===== src/rtl/voq_in_arbiter_pkg.sv =====
// Shared build-time defaults and FSM state encoding for the VOQ ingress arbiter.
package voq_in_arbiter_pkg;

    localparam int PORT_NUB_TOTAL      = 4;
    localparam int DATA_WIDTH_DEF      = 8;
    localparam int OUTSTANDING_MAX_DEF = 2;

    typedef enum logic {
        ST_IDLE = 1'b0,
        ST_XFER = 1'b1
    } arb_state_e;

endpackage


===== src/rtl/voq_in_arbiter_rr_picker.sv =====
// Combinational round-robin search: first set bit of eligible at or after rr_ptr, wrapping.
module rr_picker #(
    parameter int PORT_NUB  = 4,
    parameter int WIDTH_SEL = 2
) (
    input  logic [PORT_NUB-1:0]  eligible,
    input  logic [WIDTH_SEL-1:0] rr_ptr,
    output logic [PORT_NUB-1:0]  grant_onehot,
    output logic [WIDTH_SEL-1:0] grant_idx,
    output logic                 grant_any
);

    localparam logic [WIDTH_SEL:0] NUB_EXT = (WIDTH_SEL+1)'(PORT_NUB);

    // One extra bit so ptr+offset never overflows before the wrap subtract.
    logic [WIDTH_SEL:0] pos;

    always_comb begin
        grant_onehot = '0;
        grant_idx    = '0;
        grant_any    = 1'b0;
        pos          = '0;
        for (int k = 0; k < PORT_NUB; k++) begin
            pos = {1'b0, rr_ptr} + (WIDTH_SEL+1)'(k);
            if (pos >= NUB_EXT) begin
                pos = pos - NUB_EXT;
            end
            if (!grant_any && eligible[pos[WIDTH_SEL-1:0]]) begin
                grant_onehot[pos[WIDTH_SEL-1:0]] = 1'b1;
                grant_idx                        = pos[WIDTH_SEL-1:0];
                grant_any                        = 1'b1;
            end
        end
    end

endmodule


===== src/rtl/voq_in_arbiter.sv =====
// Round-robin frame arbiter feeding the VOQ ingress chain, with per-destination
// outstanding-frame credits released by the chain's done pulses.
module voq_in_arbiter
    import voq_in_arbiter_pkg::*;
#(
    parameter int PORT_NUB        = PORT_NUB_TOTAL,
    parameter int DATA_WIDTH      = DATA_WIDTH_DEF,
    parameter int OUTSTANDING_MAX = OUTSTANDING_MAX_DEF,
    parameter int WIDTH_SEL       = $clog2(PORT_NUB),
    parameter int WIDTH_PORT      = WIDTH_SEL + DATA_WIDTH
) (
    input  logic                           clk,
    input  logic                           rst_n,
    input  logic [PORT_NUB-1:0]            req_valid,
    input  logic [PORT_NUB-1:0]            req_last,
    input  logic [PORT_NUB*DATA_WIDTH-1:0] req_data,
    input  logic [PORT_NUB*WIDTH_SEL-1:0]  req_nub,
    output logic [PORT_NUB-1:0]            req_ready,
    input  logic                           voq_full_in,
    input  logic [PORT_NUB-1:0]            done_in,
    output logic                           valid_out,
    output logic [WIDTH_PORT-1:0]          data_out,
    output logic [WIDTH_SEL-1:0]           nub_out,
    output logic                           err_out
);

    localparam int                   CW         = $clog2(OUTSTANDING_MAX + 1);
    localparam logic [CW-1:0]        CREDIT_MAX = CW'(OUTSTANDING_MAX);
    localparam logic [WIDTH_SEL-1:0] LAST_IDX   = WIDTH_SEL'(PORT_NUB - 1);

    arb_state_e                   state_q, state_d;
    logic [WIDTH_SEL-1:0]         rr_ptr_q, rr_ptr_d;
    logic [WIDTH_SEL-1:0]         gnt_q, gnt_d;
    logic [WIDTH_SEL-1:0]         dest_q, dest_d;
    logic [PORT_NUB-1:0][CW-1:0]  credit_q, credit_d;
    logic                         valid_out_q, valid_out_d;
    logic [WIDTH_PORT-1:0]        data_out_q, data_out_d;
    logic [WIDTH_SEL-1:0]         nub_out_q, nub_out_d;
    logic                         err_q, err_d;

    logic [WIDTH_SEL-1:0]  req_nub_arr  [PORT_NUB];
    logic [DATA_WIDTH-1:0] req_data_arr [PORT_NUB];
    logic [PORT_NUB-1:0]   eligible;
    logic [PORT_NUB-1:0]   pick_onehot;
    logic [WIDTH_SEL-1:0]  pick_idx;
    logic                  pick_any;
    logic [WIDTH_SEL-1:0]  pick_nub;
    logic                  grant_fire;

    genvar gi;
    generate
        for (gi = 0; gi < PORT_NUB; gi++) begin : g_req
            assign req_nub_arr[gi]  = req_nub[gi*WIDTH_SEL +: WIDTH_SEL];
            assign req_data_arr[gi] = req_data[gi*DATA_WIDTH +: DATA_WIDTH];
            assign eligible[gi]     = req_valid[gi] && (credit_q[req_nub_arr[gi]] < CREDIT_MAX);
        end
    endgenerate

    rr_picker #(
        .PORT_NUB  (PORT_NUB),
        .WIDTH_SEL (WIDTH_SEL)
    ) u_rr_picker (
        .eligible     (eligible),
        .rr_ptr       (rr_ptr_q),
        .grant_onehot (pick_onehot),
        .grant_idx    (pick_idx),
        .grant_any    (pick_any)
    );

    always_comb begin
        pick_nub = '0;
        for (int i = 0; i < PORT_NUB; i++) begin
            if (pick_onehot[i]) begin
                pick_nub = pick_nub | req_nub_arr[i];
            end
        end
    end

    always_comb begin
        state_d     = state_q;
        rr_ptr_d    = rr_ptr_q;
        gnt_d       = gnt_q;
        dest_d      = dest_q;
        valid_out_d = 1'b0;
        data_out_d  = data_out_q;
        nub_out_d   = nub_out_q;
        req_ready   = '0;
        grant_fire  = 1'b0;
        case (state_q)
            ST_IDLE: begin
                if (pick_any) begin
                    gnt_d      = pick_idx;
                    dest_d     = pick_nub;
                    grant_fire = 1'b1;
                    state_d    = ST_XFER;
                end
            end
            ST_XFER: begin
                req_ready[gnt_q] = !voq_full_in;
                if (req_valid[gnt_q] && !voq_full_in) begin
                    valid_out_d = 1'b1;
                    data_out_d  = {gnt_q, req_data_arr[gnt_q]};
                    nub_out_d   = dest_q;
                    if (req_last[gnt_q]) begin
                        state_d  = ST_IDLE;
                        rr_ptr_d = (gnt_q == LAST_IDX) ? '0 : gnt_q + WIDTH_SEL'(1);
                    end
                end
            end
            default: state_d = ST_IDLE;
        endcase
    end

    // A grant and a done for the same destination cancel; a done with nothing
    // outstanding is a protocol error from the chain and is latched.
    always_comb begin
        credit_d = credit_q;
        err_d    = err_q;
        for (int d = 0; d < PORT_NUB; d++) begin
            if (grant_fire && (pick_nub == WIDTH_SEL'(d))) begin
                if (!done_in[d]) begin
                    credit_d[d] = credit_q[d] + CW'(1);
                end
            end else if (done_in[d]) begin
                if (credit_q[d] == '0) begin
                    err_d = 1'b1;
                end else begin
                    credit_d[d] = credit_q[d] - CW'(1);
                end
            end
        end
    end

    always_ff @(posedge clk or negedge rst_n) begin
        if (!rst_n) begin
            state_q     <= ST_IDLE;
            rr_ptr_q    <= '0;
            gnt_q       <= '0;
            dest_q      <= '0;
            credit_q    <= '0;
            valid_out_q <= 1'b0;
            data_out_q  <= '0;
            nub_out_q   <= '0;
            err_q       <= 1'b0;
        end else begin
            state_q     <= state_d;
            rr_ptr_q    <= rr_ptr_d;
            gnt_q       <= gnt_d;
            dest_q      <= dest_d;
            credit_q    <= credit_d;
            valid_out_q <= valid_out_d;
            data_out_q  <= data_out_d;
            nub_out_q   <= nub_out_d;
            err_q       <= err_d;
        end
    end

    assign valid_out = valid_out_q;
    assign data_out  = data_out_q;
    assign nub_out   = nub_out_q;
    assign err_out   = err_q;

endmodule


===== config.mk =====
export PLATFORM = sky130hd
export DESIGN_NAME = voq_in_arbiter
export DESIGN_NICKNAME = d
export VERILOG_FILES = /design/src/rtl/voq_in_arbiter_pkg.sv /design/src/rtl/voq_in_arbiter_rr_picker.sv /design/src/rtl/voq_in_arbiter.sv
export SDC_FILE = /design/constraint.sdc
export NUM_CORES = 1
export LEC_CHECK = 0
export ABC_AREA = 1
export BUFFER_PORTS_ARGS = -buffer_cell sky130_fd_sc_hd__buf_2
export CORE_AREA = 4 4 78 80
export DETAILED_ROUTE_END_ITERATION = 8
export DIE_AREA = 0 0 82 84
export GPL_TIMING_DRIVEN = 0
export PLACE_DENSITY = 0.75
export SYNTH_ARGS = -nofsm -noshare
export SYNTH_HDL_FRONTEND = slang
export SYNTH_SLANG_ARGS = --single-unit

===== constraint.sdc =====
create_clock -name clk -period 2.3 [get_ports clk]
set_input_delay 0.23 -clock clk [delete_from_list [all_inputs] [get_ports clk]]
set_output_delay 0.23 -clock clk [all_outputs]
set_load 0.01 [all_outputs]

# ---- Word level (Yosys, flattened, before mapping)
# Index checks and enable logic that the tools add are counted.
dict set report op_classes {
  addsub 16
  magnitude_cmp 23
  eq_ne 12
  mux 90
  n_bitwise 9
  n_reduce_logical 37
}
# operator n
set ops {}
lappend ops {{2-bit two-way mux} 33}
lappend ops {{1-bit two-way mux} 33}
lappend ops {{2-bit by 3-bit < comparator with 1-bit output, second input constant} 9}
lappend ops {{4-bit two-way mux} 5}
lappend ops {{1-bit logical AND} 17}
lappend ops {{2-bit binary-select mux with 2-bit select} 4}
lappend ops {{8-bit binary-select mux with 2-bit select} 1}
lappend ops {{8-bit two-way mux} 2}
lappend ops {{2-bit inequality test, second input constant} 8}
lappend ops {{2-bit by 1-bit subtractor with 2-bit output, second input constant} 8}
lappend ops {{3-bit AND reduction} 5}
lappend ops {{1-bit binary-select mux with 2-bit select} 6}
lappend ops {{3-bit greater-or-equal comparator, second input constant} 4}
lappend ops {{4-bit bitwise OR} 3}
lappend ops {{2-bit by 1-bit adder with 2-bit output, second input constant} 5}
lappend ops {{1-bit demux with 2-bit select} 5}
lappend ops {{2-bit by 1-bit greater-or-equal comparator with 1-bit output, second input constant} 5}
lappend ops {{2-bit zero test} 5}
lappend ops {{2-bit < comparator, second input constant} 4}
lappend ops {{2-bit nonzero test} 4}
lappend ops {{2-bit by 2-bit adder with 3-bit output, second input constant} 2}
lappend ops {{2-bit equality test, second input constant} 3}
lappend ops {{2-bit bitwise OR} 3}
lappend ops {{4-bit AND} 1}
lappend ops {{other kinds (8)} 12}
dict set report word_totals {
  ff_bits 29
  in_bits 55
  out_inout_bits 18
  elab_cells 199
}

# ---- Depth between registers and ports, before layout
dict set report logic_depth {
  word_depth 35
  mapped_depth 23
  mapped_depth_nobuf 23
}

# ---- Cells and area by module
# Synthesis repeated with hierarchy kept, for this count alone.
dict set report hier_totals {
  cells_unflattened 347
  area_unflattened_um2 2324.7
}
# module n_inst cells_per_inst area_per_inst_um2 seq_area_each_um2
set modules_own_cells {}
lappend modules_own_cells {voq_in_arbiter 1 273 1884.3 725.7}
lappend modules_own_cells {rr_picker 1 74 440.4 0.0}

# ---- Worst setup path after synthesis
# Ideal clock, no wire load.
dict set report synth_timing {
  path_type {flip-flop to flip-flop}
  from {register rr_ptr_q[1]}
  to {register credit_q[4] in the netlist's numbering}
  setup_ps 117
  arrival_ps 2237
  t_required_ps 2183
  slack_ps -54
  stages_incl_launch_ff 17
  n_path_buf 0
  synth_period_minus_slack_ps 2354
  cell_sequence {dfrtp_1 > inv_1 > ha_1 > inv_1 > nand2_2 > nand2_4 > nor2_8 > nand3_1 > nand3_1 > nand2_1 > nand2_2 > inv_2 > nand2_2 > nand3_2 > or2_4 > nand3_1 > nand2_1}
}
dict set report synth_between {
  elab_chain_len 25
  elab_cells_between_ends 76
  cone_classes {add/sub: 7; order compare: 12; eq/ne: 3; mux: 35; bitwise: 6; reduce/logical: 13}
}
# item line_no
set synth_rtl {}
lappend synth_rtl {{start, declared} voq_in_arbiter.sv:32} ;# logic [WIDTH_SEL-1:0] rr_ptr_q, rr_ptr_d;
lappend synth_rtl {{start signal, assigned} voq_in_arbiter.sv:147} ;# rr_ptr_q <= rr_ptr_d;
lappend synth_rtl {{branches (longest 22 deep; another with 2-bit by 1-bit adder with 3-bit output)} n/a}
lappend synth_rtl {{1-bit logical AND (*)} voq_in_arbiter.sv:120} ;# if (grant_fire && (pick_nub == WIDTH_SEL'(d))) begin
lappend synth_rtl {{2-bit inequality test (no source line) or 2-bit nonzero test (tied branches)} n/a}
lappend synth_rtl {{3-bit AND reduction (no source line)} n/a}
lappend synth_rtl {{end signal, assigned} voq_in_arbiter.sv:150} ;# credit_q <= credit_d;
lappend synth_rtl {{end, declared} voq_in_arbiter.sv:35} ;# logic [PORT_NUB-1:0][CW-1:0] credit_q, credit_d;
# Every way passes the cells marked *. The select of a mux whose other input is x is not followed.
# A chain may end at the register's enable or synchronous reset.

# ---- Final worst setup path
dict set report layout_timing {
  from {register rr_ptr_q[1]}
  to {register credit_q[7] in the netlist's numbering}
}
# The elaborated chain is that of the path after synthesis.

==> impl_metrics.py <==
metrics = {
    "route": {
        "via_count": 2836,
        "route.detailed.drc": 0,
        "via_per_inst": 5.15,
        "first_pass_iters": 5,
        "wl_um": 7580,
        "first_iter_violations": 132,
        "wl_per_cell_um": 13.8,
        "ant_nets": 0,
    },
    "yosys": {
        "synth-edff-count": 0,
        "ys_ff_latch": 29,
        "ys_seq_area_share_pct": 29.5,
        "ys_warn_count": 0,
        "synth_top_flop_cell": "dfrtp_1",
        "syn_nets": 442,
        "avgSynthCellArea_um2": 6.56,
        "synth_area_um2": 2460,
        "ys_types": 29,
        "synthArstFlopShare_pct": 100,
        "syn-instance-count": 375,
    },
    "cts": {
        "clk_pin_slew_worst_paths_ns": 0.06,
        "clock-sinks": 29,
        "max-clock-path-buffers": 2,
        "worstSkewPairLatency_ns": 0.28,
        "hold_buffers": 0,
        "numCtsBuffers": 5,
        "cts-root-buf": "clkbuf_8",
        "htreeDepth": 2,
        "cts_tree": "done",
    },
    "place": {
        "dpl.cell_count": 519,
        "post-place-ws_ns": -0.292,
        "gp_congestion": 0.833,
        "port_buffers": 72,
        "place_area_um2": 2910,
        "post-dp-hpwl_um": 5050,
    },
    "floorplan": {
        "initial_utilization_pct": 45.5,
        "std_cell_rows": 27,
        "core_area_um2": 5410,
        "dieArea_um2": 6890,
        "die_h_um": 84,
        "die_w_um": 82,
        "io_pins": 73,
    },
    "global_routing": {
        "antenna_found_initial": 0,
        "grt_pass1_wl_um": 11600,
        "grt_pass1_vias": 2651,
        "grt_max_degree": 30,
        "grt_usage_pct": 21.4,
        "grt-ovfl-total": 0,
    },
    "sta": {
        "worst_slack_ns": -0.0666,
        "period_minus_slack_ns": 2.37,
        "setup_tns_ns": -0.261,
        "tightest_slew_ns": 0.666,
        "period_share_pct": 103,
        "finalClockSkew_ns": 0.00711,
        "max_freq_ghz": 0.423,
        "finalSetupViolations": 7,
        "hold_slack_ns": -0.0158,
        "rsz0062_at_grt": "yes",
        "hold_violations": 29,
        "drv_slew": 0,
        "slew_headroom_pct": 55.6,
    },
    "run": {
        "cap_violations": 0,
    },
    "pwr": {
        "seq_power_share_pct": 17.9,
        "power.density_nw_per_um2": 1420,
        "pwr-share-clk_pct": 8.2,
        "p_int_mw": 2.52,
        "vdd_drop_max_v": 0.000692,
        "total_leakage_power_nw": 1.88,
        "power_frac_comb_pct": 73.9,
        "finalPower_mw": 5.18,
        "power_switching_share_pct": 51.4,
        "p_sw_mw": 2.66,
    },
    "run_status": {
        "status": "finished with violations",
        "failed_checks": "hold timing, setup timing",
    },
    "finish": {
        "nFillCells": 475,
        "finalNetCount": 546,
        "fin_util_pct": 67.5,
        "layout-area-overhead-vs-synth_pct": 48.2,
        "fin_area_um2": 3650,
        "n_antenna_cell": 0,
        "layout.cells.non_filler": 551,
        "drive_above_1_share_pct": 45.7,
    },
    "worst_setup_path": {
        "critPathMaxFanout": 7,
        "worstSetupStartpointType": "flop",
        "worstPathArrival_ns": 2.53,
        "crit_type": "reg2reg",
        "worstPathRequired_ns": 2.46,
        "setup.worst_path.end_class": "flop",
    },
    "min_path": {
        "hold_class": "in2async",
    },
}
## layout by cell type (no fill, tap or decap), types with 8 or more instances in the layout
cell and instances:
buf_2 72, nand2_1 60, nor2_1 55, inv_1 36, o21ai_0 29, nand2_2 26, nand3_2 25, dfrtp_1 24
nand2_4 22, buf_4 22, nand3_1 13, ha_1 11, a31oi_1 9, nand4_1 8
## per-layer routing
metal / part of all wire (%) / routed length [um] / vias up / track usage (%)
met5: 0 / 0 / - / 0
met4: 2.3 / 176 / 0 / 8.46
met1: 41 / 3110 / 1319 / 25.2
li1: - / - / 1412 / -
met3: 5.1 / 389 / 17 / 4.54
met2: 51 / 3900 / 88 / 36.8
## power groups by stage
stage	Clock, mW	Combinational [mW]	Sequential (mW)
6_report	0.422	3.83	0.927
3_3_place_gp	0	2.48	0.948
5_1_grt	0.459	4.17	0.950
2_1_floorplan	0	1.88	0.967
4_1_cts	0.434	3.28	0.915
3_5_place_dp	0	2.54	0.954
## cells in the mapped netlist, types with 3 or more instances
master	count	area [um^2]
nand3_2	6	60.1
dfrtp_1	29	726
nand2_4	5	56.3
a21oi_1	3	15.0
a31oi_1	9	56.3
o21ai_0	30	150
clkbuf_1	6	22.5
inv_1	39	146
nand3_1	39	195
nand4_1	8	50.1
nand2_2	14	87.6
nand2_1	91	342
ha_1	12	150
nor2_4	4	45.0
nor2_1	57	214
inv_2	9	33.8
## path summary, 6_finish.rpt
path                            slack, ns  cells past startpoint         from     endpoint
worst max-delay path                -0.07                     17  rr_ptr_q[1]  credit_q[7]
max in group asynchronous            1.84                      1        rst_n  credit_q[7]
worst min register to register       0.49                      2  data_out[9]  data_out[9]
worst min-delay path                -0.02                      1        rst_n     gnt_q[1]
min in group clk                     0.26                      3   done_in[1]      err_out
worst max register to register      -0.07                     17  rr_ptr_q[1]  credit_q[7]
## state kept, by name (all words and copies together), names as in the netlist
signal	count
credit_q	8
data_out	10
dest_q	2
err_out	1
gnt_q	2
nub_out	2
rr_ptr_q	2
state_q	1
valid_out	1
## timing repair
action	CTS	global route
endpoints found under the setup margin	10	20
resized for setup	49	62
cloned	1	0
pin swaps	42	31
buffers inserted	17	8
## critical path: stages (launching register included)
cell and delay [ns]:
dfrtp_2 0.39, clkinvlp_4 0.12, ha_4 0.33, inv_4 0.05, nand2_4 0.08, nand2_8 0.09
nor2_4 0.19, nand4_1 0.13, nand3_2 0.11, nand2_2 0.07, nand2_4 0.09, inv_2 0.05
nand2_4 0.08, nand2_4 0.06, nor2_4 0.15, nand3_2 0.09, o21ai_1 0.12, nor2_1 0.06
## layout make-up
type,instances,area [um^2],area share [%]
Tap cell,72,90.1,2.47
Multi-Input combinational cell,290,1930,53.0
Clock buffer,7,86.3,2.37
Inverter,49,203,5.56
Sequential cell,29,732,20.1
Timing Repair Buffer,97,568,15.6
Buffer,7,36.3,0.995
## cells by family after synthesis
family | count (synthesis) | share of synthesized area [%]
flip-flops | 29 | 29.5
AND/OR/NAND/NOR | 228 | 44.4
AO/OA/AOI/OAI | 49 | 11.0
buffers and inverters | 57 | 9.00
adder cells (fa/ha/maj) | 12 | 6.10
Power figures use the tool's default switching activity.
